<file path="src/rtl/display_peripheral.sv">
// Four-character multiplexed 7-segment display driver with right-justified ASCII buffer.
// Optional feature: define DISPLAY_BACKSPACE_EN to make 0x08 delete the newest character.
module display_peripheral #(
    parameter int unsigned SCAN_DIV = 16
) (
    input  logic       clk,
    input  logic       rst,
    input  logic       wr,
    input  logic [7:0] data,
    output logic [3:0] digits,
    output logic [7:0] segs,
    output logic [2:0] len
);

    localparam int unsigned CW = (SCAN_DIV > 1) ? $clog2(SCAN_DIV) : 1;
    localparam logic [CW-1:0] DIV_LAST = CW'(SCAN_DIV - 1);

    localparam logic [7:0] CH_NUL   = 8'h00;
    localparam logic [7:0] CH_CLEAR = 8'h0C;
    localparam logic [7:0] CH_BS    = 8'h08;

    logic [CW-1:0]   div_cnt;
    logic            wr_q;
    logic [3:0][7:0] pos;
    logic            accept;
    logic            digits_ok;
    logic [7:0]      sel_char;

    assign accept = wr & ~wr_q;

    always_comb begin
        digits_ok = 1'b0;
        case (digits)
            4'b0001, 4'b0010, 4'b0100, 4'b1000: digits_ok = 1'b1;
            default:                            digits_ok = 1'b0;
        endcase
    end

    always_ff @(posedge clk or posedge rst) begin
        if (rst) begin
            div_cnt <= '0;
            digits  <= 4'b0001;
        end else begin
            if (div_cnt == DIV_LAST) begin
                div_cnt <= '0;
            end else begin
                div_cnt <= div_cnt + 1'b1;
            end
            // A corrupted select recovers immediately rather than waiting for the divider.
            if (!digits_ok) begin
                digits <= 4'b0001;
            end else if (div_cnt == DIV_LAST) begin
                digits <= {digits[2:0], digits[3]};
            end
        end
    end

    always_ff @(posedge clk or posedge rst) begin
        if (rst) begin
            wr_q <= 1'b0;
            pos  <= '0;
            len  <= '0;
        end else begin
            wr_q <= wr;
            if (accept) begin
                if (data == CH_NUL) begin
                    pos <= pos;
                end else if (data == CH_CLEAR) begin
                    pos <= '0;
                    len <= '0;
`ifdef DISPLAY_BACKSPACE_EN
                end else if (data == CH_BS) begin
                    pos <= {8'h00, pos[3], pos[2], pos[1]};
                    if (len != 3'd0) begin
                        len <= len - 3'd1;
                    end
`endif
                end else begin
                    pos <= {pos[2], pos[1], pos[0], data};
                    if (len != 3'd4) begin
                        len <= len + 3'd1;
                    end
                end
            end
        end
    end

    always_comb begin
        sel_char = 8'h00;
        case (digits)
            4'b0001: sel_char = pos[0];
            4'b0010: sel_char = pos[1];
            4'b0100: sel_char = pos[2];
            4'b1000: sel_char = pos[3];
            default: sel_char = 8'h00;
        endcase
    end

    always_comb begin
        segs = 8'h00;
        case (sel_char)
            8'h30:        segs = 8'h3F;
            8'h31:        segs = 8'h06;
            8'h32:        segs = 8'h5B;
            8'h33:        segs = 8'h4F;
            8'h34:        segs = 8'h66;
            8'h35:        segs = 8'h6D;
            8'h36:        segs = 8'h7D;
            8'h37:        segs = 8'h07;
            8'h38:        segs = 8'h7F;
            8'h39:        segs = 8'h6F;
            8'h41, 8'h61: segs = 8'h77;
            8'h42, 8'h62: segs = 8'h7C;
            8'h43, 8'h63: segs = 8'h39;
            8'h44, 8'h64: segs = 8'h5E;
            8'h2A, 8'h2D: segs = 8'h40;
            8'h23:        segs = 8'h49;
            default:      segs = 8'h00;
        endcase
    end

endmodule

</file>
<file path="config.mk">
export PLATFORM = sky130hd
export DESIGN_NAME = display_peripheral
export DESIGN_NICKNAME = d
export VERILOG_FILES = /design/src/rtl/display_peripheral.sv
export SDC_FILE = /design/constraint.sdc
export NUM_CORES = 1
export LEC_CHECK = 0
export CAP_MARGIN = 5
export CORE_UTILIZATION = 55
export CTS_BUF_LIST = sky130_fd_sc_hd__clkbuf_8
export CTS_CLUSTER_DIAMETER = 30
export DETAILED_ROUTE_END_ITERATION = 10
export PLACE_DENSITY = 0.78
export SYNTH_ARGS = -nofsm -noshare
export SYNTH_HDL_FRONTEND = slang
export SYNTH_SLANG_ARGS = --single-unit
</file>
<file path="constraint.sdc">
create_clock -name clk -period 2.9 [get_ports clk]
set_input_delay 0.435 -clock clk [delete_from_list [all_inputs] [get_ports clk]]
set_output_delay 0.435 -clock clk [all_outputs]
set_load 0.02 [all_outputs]
</file>
==> summary.md, run 1 <==
### Logic synthesis
- 47 — distinct cell type count after synthesis
- 316 — nets in the synthesized netlist
- 100% — fraction of registers with async set/reset
- 2510 um2 — mapped cell area
- 44 — count of state elements after synthesis
- 44.0% — register area share after synthesis
- 0 — count of flip-flops with a built-in enable after synthesis
- sky130_fd_sc_hd__dfrtp_1 — prevailing post-synth register cell
- 302 — count of mapped cells out of synthesis
- 0 — Yosys warnings
- 8.30 um2 — syn_area_per_cell

### Clock tree
- sky130_fd_sc_hd__clkbuf_8 — clock tree root buffer cell
- 44 — clock sink count
- 0 — Hold-fix buffers, CTS
- 0.09 ns — clock edge transition at the registers on the reported setup and hold paths
- 5 — CTS buffer count
- 0.30 ns — source-to-sink clock delay at the later pin of the worst-skew pair
- built — CTS tree
- 2 — CTS Buffer Depth
- 2 — H-tree depth reported by CTS

### Timing
- 103% — share of the clock period used by the worst path after layout
- 63.7% — Worst slew margin
- true — setup repair after global routing missed its margin
- 0 — max-slew violation total from the final report
- 2 — final setup violation count
- 0.0108 ns — skew final
- -0.0848 ns — least setup slack across all paths after layout
- 0.335 GHz — Fmax
- 2.98 ns — Period minus WS final
- 0.545 ns — slew of the pin with the lowest slew margin
- 0 — total count of hold-check failures in the final report

### Worst setup path
- output pin — crit path capture type
- compound AO/OA/AOI/OAI gates — Top Family by Delay on Critical Path
- 2.47 ns — worst endpoint required time
- 2.55 ns — arrival time at the worst endpoint
- reg -> out — critical setup path kind
- sky130_fd_sc_hd__dfstp_2 — cell at the slowest stage of the critical path
- flop — launching element type of the critical path
- 2 — worst path buffer plus inverter count
- 5 — peak fanout along the critical path
- 0.58 ns — delay of the slowest cell on the worst path
- buf_4, nor2b_4, a22oi_2, a2bb2oi_4, nand2b_1, o32a_1, o32ai_2, nand3b_1, buf_6 — Critical Path, Cell by Cell

### Run status
- finished, violations left — result of the run
- negative setup slack — violated checks

### GRT
- 0 — initial antenna violation count
- 2108 — number of global-route vias before repair
- 0 — global route total overflow
- 9710 um — wire length of the first global-routing pass
- 60 — maximum number of pins on one net before global-route repair
- 25.2% — GRT Util Overall

### Layout
- 0 — Diodes inserted
- 33.6% — area added between synthesis and finish
- 26.0% — fraction of layout cells with a size suffix above 1
- 413 — Finished Layout Cells
- 374 — Net count, final
- 76.9% — Post-Route Utilization

### Drt
- 6460 um — routed wire length
- 2446 — count of vias placed by the detailed router
- 172 — count of routing violations after the opening detailed-route iteration
- 5 — number of iterations in the first detailed-routing pass
- 0 — post-detailed-route DRC marker count
- 15.7 um — routed len/inst
- 5.92 — vias per cell
- 0 — antenna-violating nets left

### Floorplanning
- 69.5 um — die width
- 57.6% — starting density of the core
- 24 — count of standard-cell rows
- 4830 um2 — DIE AREA
- 26 — num ports
- 69.5 um — y dimension of the die
- 4350 um2 — placeable core region

### Place
- 392 — placed instance count
- 0.885 — Placer Congestion
- 3850 um — detailed-placement wirelength estimate
- 24 — count of port buffers added during placement

### Power and ir drop
- 573 uV — IR drop worst, VDD
- 1.53 nW — leakage power figure
- 1.90 mW — Tot Pwr
- 568 nW/um2 — ratio of total power to cell area

### Job
- 0 — max cap viols

### Min path
- reg -> reg — worst hold-check path type

-- power by group --
part           leakage [nW]  switching (mW)  total [mW]  internal [mW]
clock network        0.0593           0.201       0.453          0.252
registers             0.553          0.0867       0.795          0.709
logic                 0.916           0.341       0.655          0.314
-- placed cells by master (no fill, tap or decap), drive strengths merged, types with 3 or more instances in the layout --
master / Yosys / routed
a21oi: 11 / 11
a22o: 5 / 5
a22oi: 10 / 10
and3: 3 / 3
buf: 6 / 52
clkbuf: 13 / 6
clkdlybuf4s50: 0 / 17
clkinv: 1 / 3
dfrtp: 43 / 43
ha: 3 / 3
inv: 6 / 6
mux2i: 3 / 3
nand2: 83 / 83
nand3: 7 / 7
nand3b: 9 / 9
nor2: 15 / 15
nor2b: 6 / 6
nor3: 3 / 3
nor4: 3 / 3
o21ai: 43 / 43
-- sequential cells by signal, indices dropped and copies added, names as in the netlist --
register,flops
digits,4
len,3
pos,32
div_cnt,4
wr_q,1
-- cell usage after synthesis (4+ instances only) --
| library cell | count | share of area, % |
|---|---|---|
| sky130_fd_sc_hd__nand3b_1 | 9 | 2.7 |
| sky130_fd_sc_hd__nor2b_1 | 5 | 1.2 |
| sky130_fd_sc_hd__a22oi_1 | 10 | 3.0 |
| sky130_fd_sc_hd__dfrtp_1 | 43 | 43 |
| sky130_fd_sc_hd__a22o_1 | 4 | 1.4 |
| sky130_fd_sc_hd__a21oi_1 | 10 | 2.0 |
| sky130_fd_sc_hd__nand2_1 | 83 | 12 |
| sky130_fd_sc_hd__clkbuf_1 | 13 | 1.9 |
| sky130_fd_sc_hd__inv_1 | 6 | 0.90 |
| sky130_fd_sc_hd__o21ai_0 | 43 | 8.6 |
| sky130_fd_sc_hd__nor2_1 | 15 | 2.2 |
| sky130_fd_sc_hd__nand3_1 | 7 | 1.4 |
-- tightest hold or removal path: stages (launching register included) --
cell and delay [ns]:
sky130_fd_sc_hd__dfrtp_1 0.35, sky130_fd_sc_hd__nand2_1 0.04, sky130_fd_sc_hd__o21ai_0 0.06
-- cells by family (layout without fill, tap and decap cells) --
group / count (synthesis) / in the layout / synth area share (%)
AND/OR/NAND/NOR: 134 / 134 / 24.0
AO/OA/AOI/OAI: 88 / 88 / 23.3
flip-flops: 44 / 44 / 44.0
buffers and inverters: 26 / 85 / 4.79
multiplexers: 4 / 4 / 1.65
adder cells (fa/ha/maj): 3 / 3 / 1.50
XOR/XNOR: 2 / 2 / 0.699
other: 1 / 1 / 0.150
-- metal layers --
metal	global-route usage, %	up-vias	routed length [um]
li1	-	1167	-
met1	35.4	1143	2750
met2	38.7	111	3050
met3	5.09	25	450
met4	9.52	0	214
met5	0	-	0
-- repair_timing --
| action | 4_1_cts | 5_1_grt |
|---|---|---|
| setup endpoints to repair | 7 | 7 |
| pin swaps | 3 | 17 |
| resized for setup | 39 | 43 |
| buffers inserted | 2 | 12 |
| hold endpoints to repair | 0 | 0 |
-- layout make-up --
class / count / area (um2)
multi-input combinational: 232 / 1430
timing repair buffer: 70 / 611
clock buffer: 5 / 68.8
tap: 52 / 65.1
clock inverter: 3 / 38.8
fill: 301 / 1010
sequential: 44 / 1110
inverter: 7 / 26.3
-- through the flow --
stage | setup slack [ns] | hold WS (ns) | TNS, ns | cell area (um2)
after floorplan | 0.0401 | 0.449 | 0 | 2510
after global placement | -0.113 | 0.464 | -0.485 | 2990
after detailed placement | -0.129 | 0.470 | -0.583 | 2990
after CTS | 0.00301 | 0.489 | 0 | 3130
after global routing | -0.179 | 0.507 | -0.717 | 3350
final | -0.0848 | 0.483 | -0.168 | 3350
-- worst paths after layout --
check	from	end	slack [ns]	cells past startpoint
setup / recovery	digits[0]$_DFFE_PP1P_	segs[0]	-0.08	9
hold / removal	pos[30]$_DFFE_PP0P_	pos[30]$_DFFE_PP0P_	0.48	2
setup reg to reg	div_cnt[0]$_DFF_PP0_	digits[0]$_DFFE_PP1P_	1.15	5
hold reg to reg	pos[30]$_DFFE_PP0P_	pos[30]$_DFFE_PP0P_	0.48	2
max in group asynchronous	rst	digits[1]$_DFFE_PP0P_	1.90	3
min in group asynchronous	rst	pos[30]$_DFFE_PP0P_	0.58	3
Note: power is estimated with default switching activity, not from simulation.
==> run 2, diff against run 1 <==
==> constraint.sdc (replaced) <==
create_clock -name clk -period 2.9 [get_ports clk]
set_input_delay 0.29 -clock clk [delete_from_list [all_inputs] [get_ports clk]]
set_output_delay 0.29 -clock clk [all_outputs]
set_load 0.02 [all_outputs]
==> summary.md, run 2 (synthesis results as in run 1) <==
### Place
- -0.0431 ns — Post-Place Worst Slack
- 24 — count of port buffers added during placement
- 379 — placed instance count
- 3900 um — detailed-placement wirelength estimate
- 0.877 — Placer Congestion

### Power and ir drop
- 1.74 mW — Tot Pwr
- 573 nW/um2 — ratio of total power to cell area
- 1.37 nW — leakage power figure
- 445 uV — IR drop worst, VDD

### GRT
- 10100 um — wire length of the first global-routing pass
- 25.9% — GRT Util Overall
- 0 — initial antenna violation count
- 0 — global route total overflow
- 2237 — number of global-route vias before repair
- 60 — maximum number of pins on one net before global-route repair

### Drt
- 14.7 um — routed len/inst
- 0 — post-detailed-route DRC marker count
- 2295 — count of vias placed by the detailed router
- 5.88 — vias per cell
- 5 — number of iterations in the first detailed-routing pass
- 196 — count of routing violations after the opening detailed-route iteration
- 0 — antenna-violating nets left
- 5740 um — routed wire length

### Floorplanning
- 4350 um2 — placeable core region
- 24 — count of standard-cell rows
- 69.5 um — die width
- 4830 um2 — DIE AREA
- 26 — num ports
- 69.5 um — y dimension of the die
- 57.6% — starting density of the core

### Worst setup path
- reg -> out — critical setup path kind
- 5 — Worst Reg2Reg Path Length in Cells
- div_cnt[0]$_DFF_PP0_ — Reg2Reg Launch Point
- output pin — crit path capture type
- 1.35 ns — internal reg-to-reg setup slack
- flop — launching element type of the critical path
- digits[0]$_DFFE_PP1P_ — capturing point of the worst reg2reg path
- 2.50 ns — arrival time at the worst endpoint
- 2.61 ns — worst endpoint required time
- 4 — peak fanout along the critical path
- digits[0]$_DFFE_PP1P_ — source of the critical timing path

### Clock tree
- sky130_fd_sc_hd__clkbuf_8 — clock tree root buffer cell
- 0.30 ns — source-to-sink clock delay at the later pin of the worst-skew pair
- 2 — CTS Buffer Depth
- 2 — H-tree depth reported by CTS
- 0.08 ns — clock edge transition at the registers on the reported setup and hold paths
- 44 — clock sink count
- 5 — CTS buffer count
- built — CTS tree

### Layout
- 69.8% — Post-Route Utilization
- 390 — Finished Layout Cells
- pos — register ranked first by flip-flop count
- 32 — number of flip-flops in the largest register
- 83 x sky130_fd_sc_hd__nand2_1, 43 x sky130_fd_sc_hd__dfrtp_1, 42 x sky130_fd_sc_hd__o21ai_0 — commonest cells after routing, fill and taps aside
- pos x32, digits x4, div_cnt x4 — top flop regs
- 0 — Diodes inserted
- 358 — count of fill cells added during filler insertion
- 21.3% — area added between synthesis and finish
- sky130_fd_sc_hd__nand2_1 — leading cell type in the layout, fill and taps excluded
- 16.9% — fraction of layout cells with a size suffix above 1
- 351 — Net count, final

### Timing
- 0.974 ns — slew of the pin with the lowest slew margin
- 0.00827 ns — skew final
- 0.359 GHz — Fmax
- 34.6% — Worst slew margin
- 0 — total count of hold-check failures in the final report
- 0 — final setup violation count
- 0 — max-slew violation total from the final report
- 0.112 ns — least setup slack across all paths after layout
- 2.79 ns — Period minus WS final
- 96.1% — share of the clock period used by the worst path after layout

### Run status
- finished clean — result of the run

### Min path
- in -> async — worst hold-check path type

### Job
- 0 — max cap viols

[run 2: cell types whose count changed in the layout (fill, tap and decap cells not counted), moves of 3 or more]
| cell | delta |
|---|---|
| sky130_fd_sc_hd__nor2_1 | +3 |
| sky130_fd_sc_hd__buf_4 | -18 |
| sky130_fd_sc_hd__nor2b_4 | -3 |
| sky130_fd_sc_hd__dfrtp_1 | +3 |
| sky130_fd_sc_hd__nor2_2 | -3 |
| sky130_fd_sc_hd__buf_6 | -7 |
| sky130_fd_sc_hd__dfrtp_2 | -3 |
[run 2: layer usage]
layer / routed length, um / track usage, % / vias to the layer above
met3: 296 / 4.65 / 12
li1: - / - / 1120
met2: 2810 / 42.0 / 83
met5: 0 / 0 / -
met1: 2530 / 34.8 / 1080
met4: 93 / 9.75 / 0
[run 2: critical path, cell delays in order (launching register included)]
cell                       delay (ns)
sky130_fd_sc_hd__dfstp_2         0.60
sky130_fd_sc_hd__nor2b_4         0.16
sky130_fd_sc_hd__a22oi_1         0.09
sky130_fd_sc_hd__o22a_1          0.27
sky130_fd_sc_hd__xnor2_2         0.17
sky130_fd_sc_hd__o32a_1          0.35
sky130_fd_sc_hd__o32ai_2         0.27
sky130_fd_sc_hd__nand3b_1        0.14
sky130_fd_sc_hd__buf_2           0.16
[run 2: what timing repair did]
action | in CTS | in global routing
resized for setup | 23 | 20
pin swaps | 2 | 4
hold buffers | 0 | 0
hold endpoints to repair | 0 | 0
setup endpoints to repair | 7 | 6
buffers inserted | 2 | 1
[run 2: cell type report]
type / count / area (um2) / share of cell area, %
timing repair buffer: 47 / 400 / 13.2
clock inverter: 3 / 20.0 / 0.658
multi-input combinational: 232 / 1360 / 44.7
clock buffer: 5 / 68.8 / 2.26
tap: 52 / 65.1 / 2.14
inverter: 7 / 26.3 / 0.864
sequential: 44 / 1100 / 36.3
[run 2: stage by stage]
stage | TNS, ns | hold slack (ns) | cell area [um2]
CTS | 0 | 0.414 | 3010
global route | -0.0134 | 0.465 | 3040
global placement | 0 | 0.464 | 2890
floorplan | 0 | 0.321 | 2510
detailed placement | -0.0787 | 0.474 | 2890
finish | 0 | 0.402 | 3040
[run 2: how the worst max path moves through the flow]
stage               cells past startpoint       to  slack (ns)
detailed placement                     10  segs[3]       -0.04
CTS                                    10  segs[6]        0.02
global route                            8  segs[0]      -0.009
global placement                        9  segs[3]        0.02
finish                                  8  segs[0]        0.11
floorplan                               9  segs[6]        0.19
[run 2: where the power goes]
part	internal [mW]	switching, mW	total [mW]
clock	0.168	0.213	0.381
combinational	0.255	0.314	0.570
sequential	0.708	0.0847	0.793
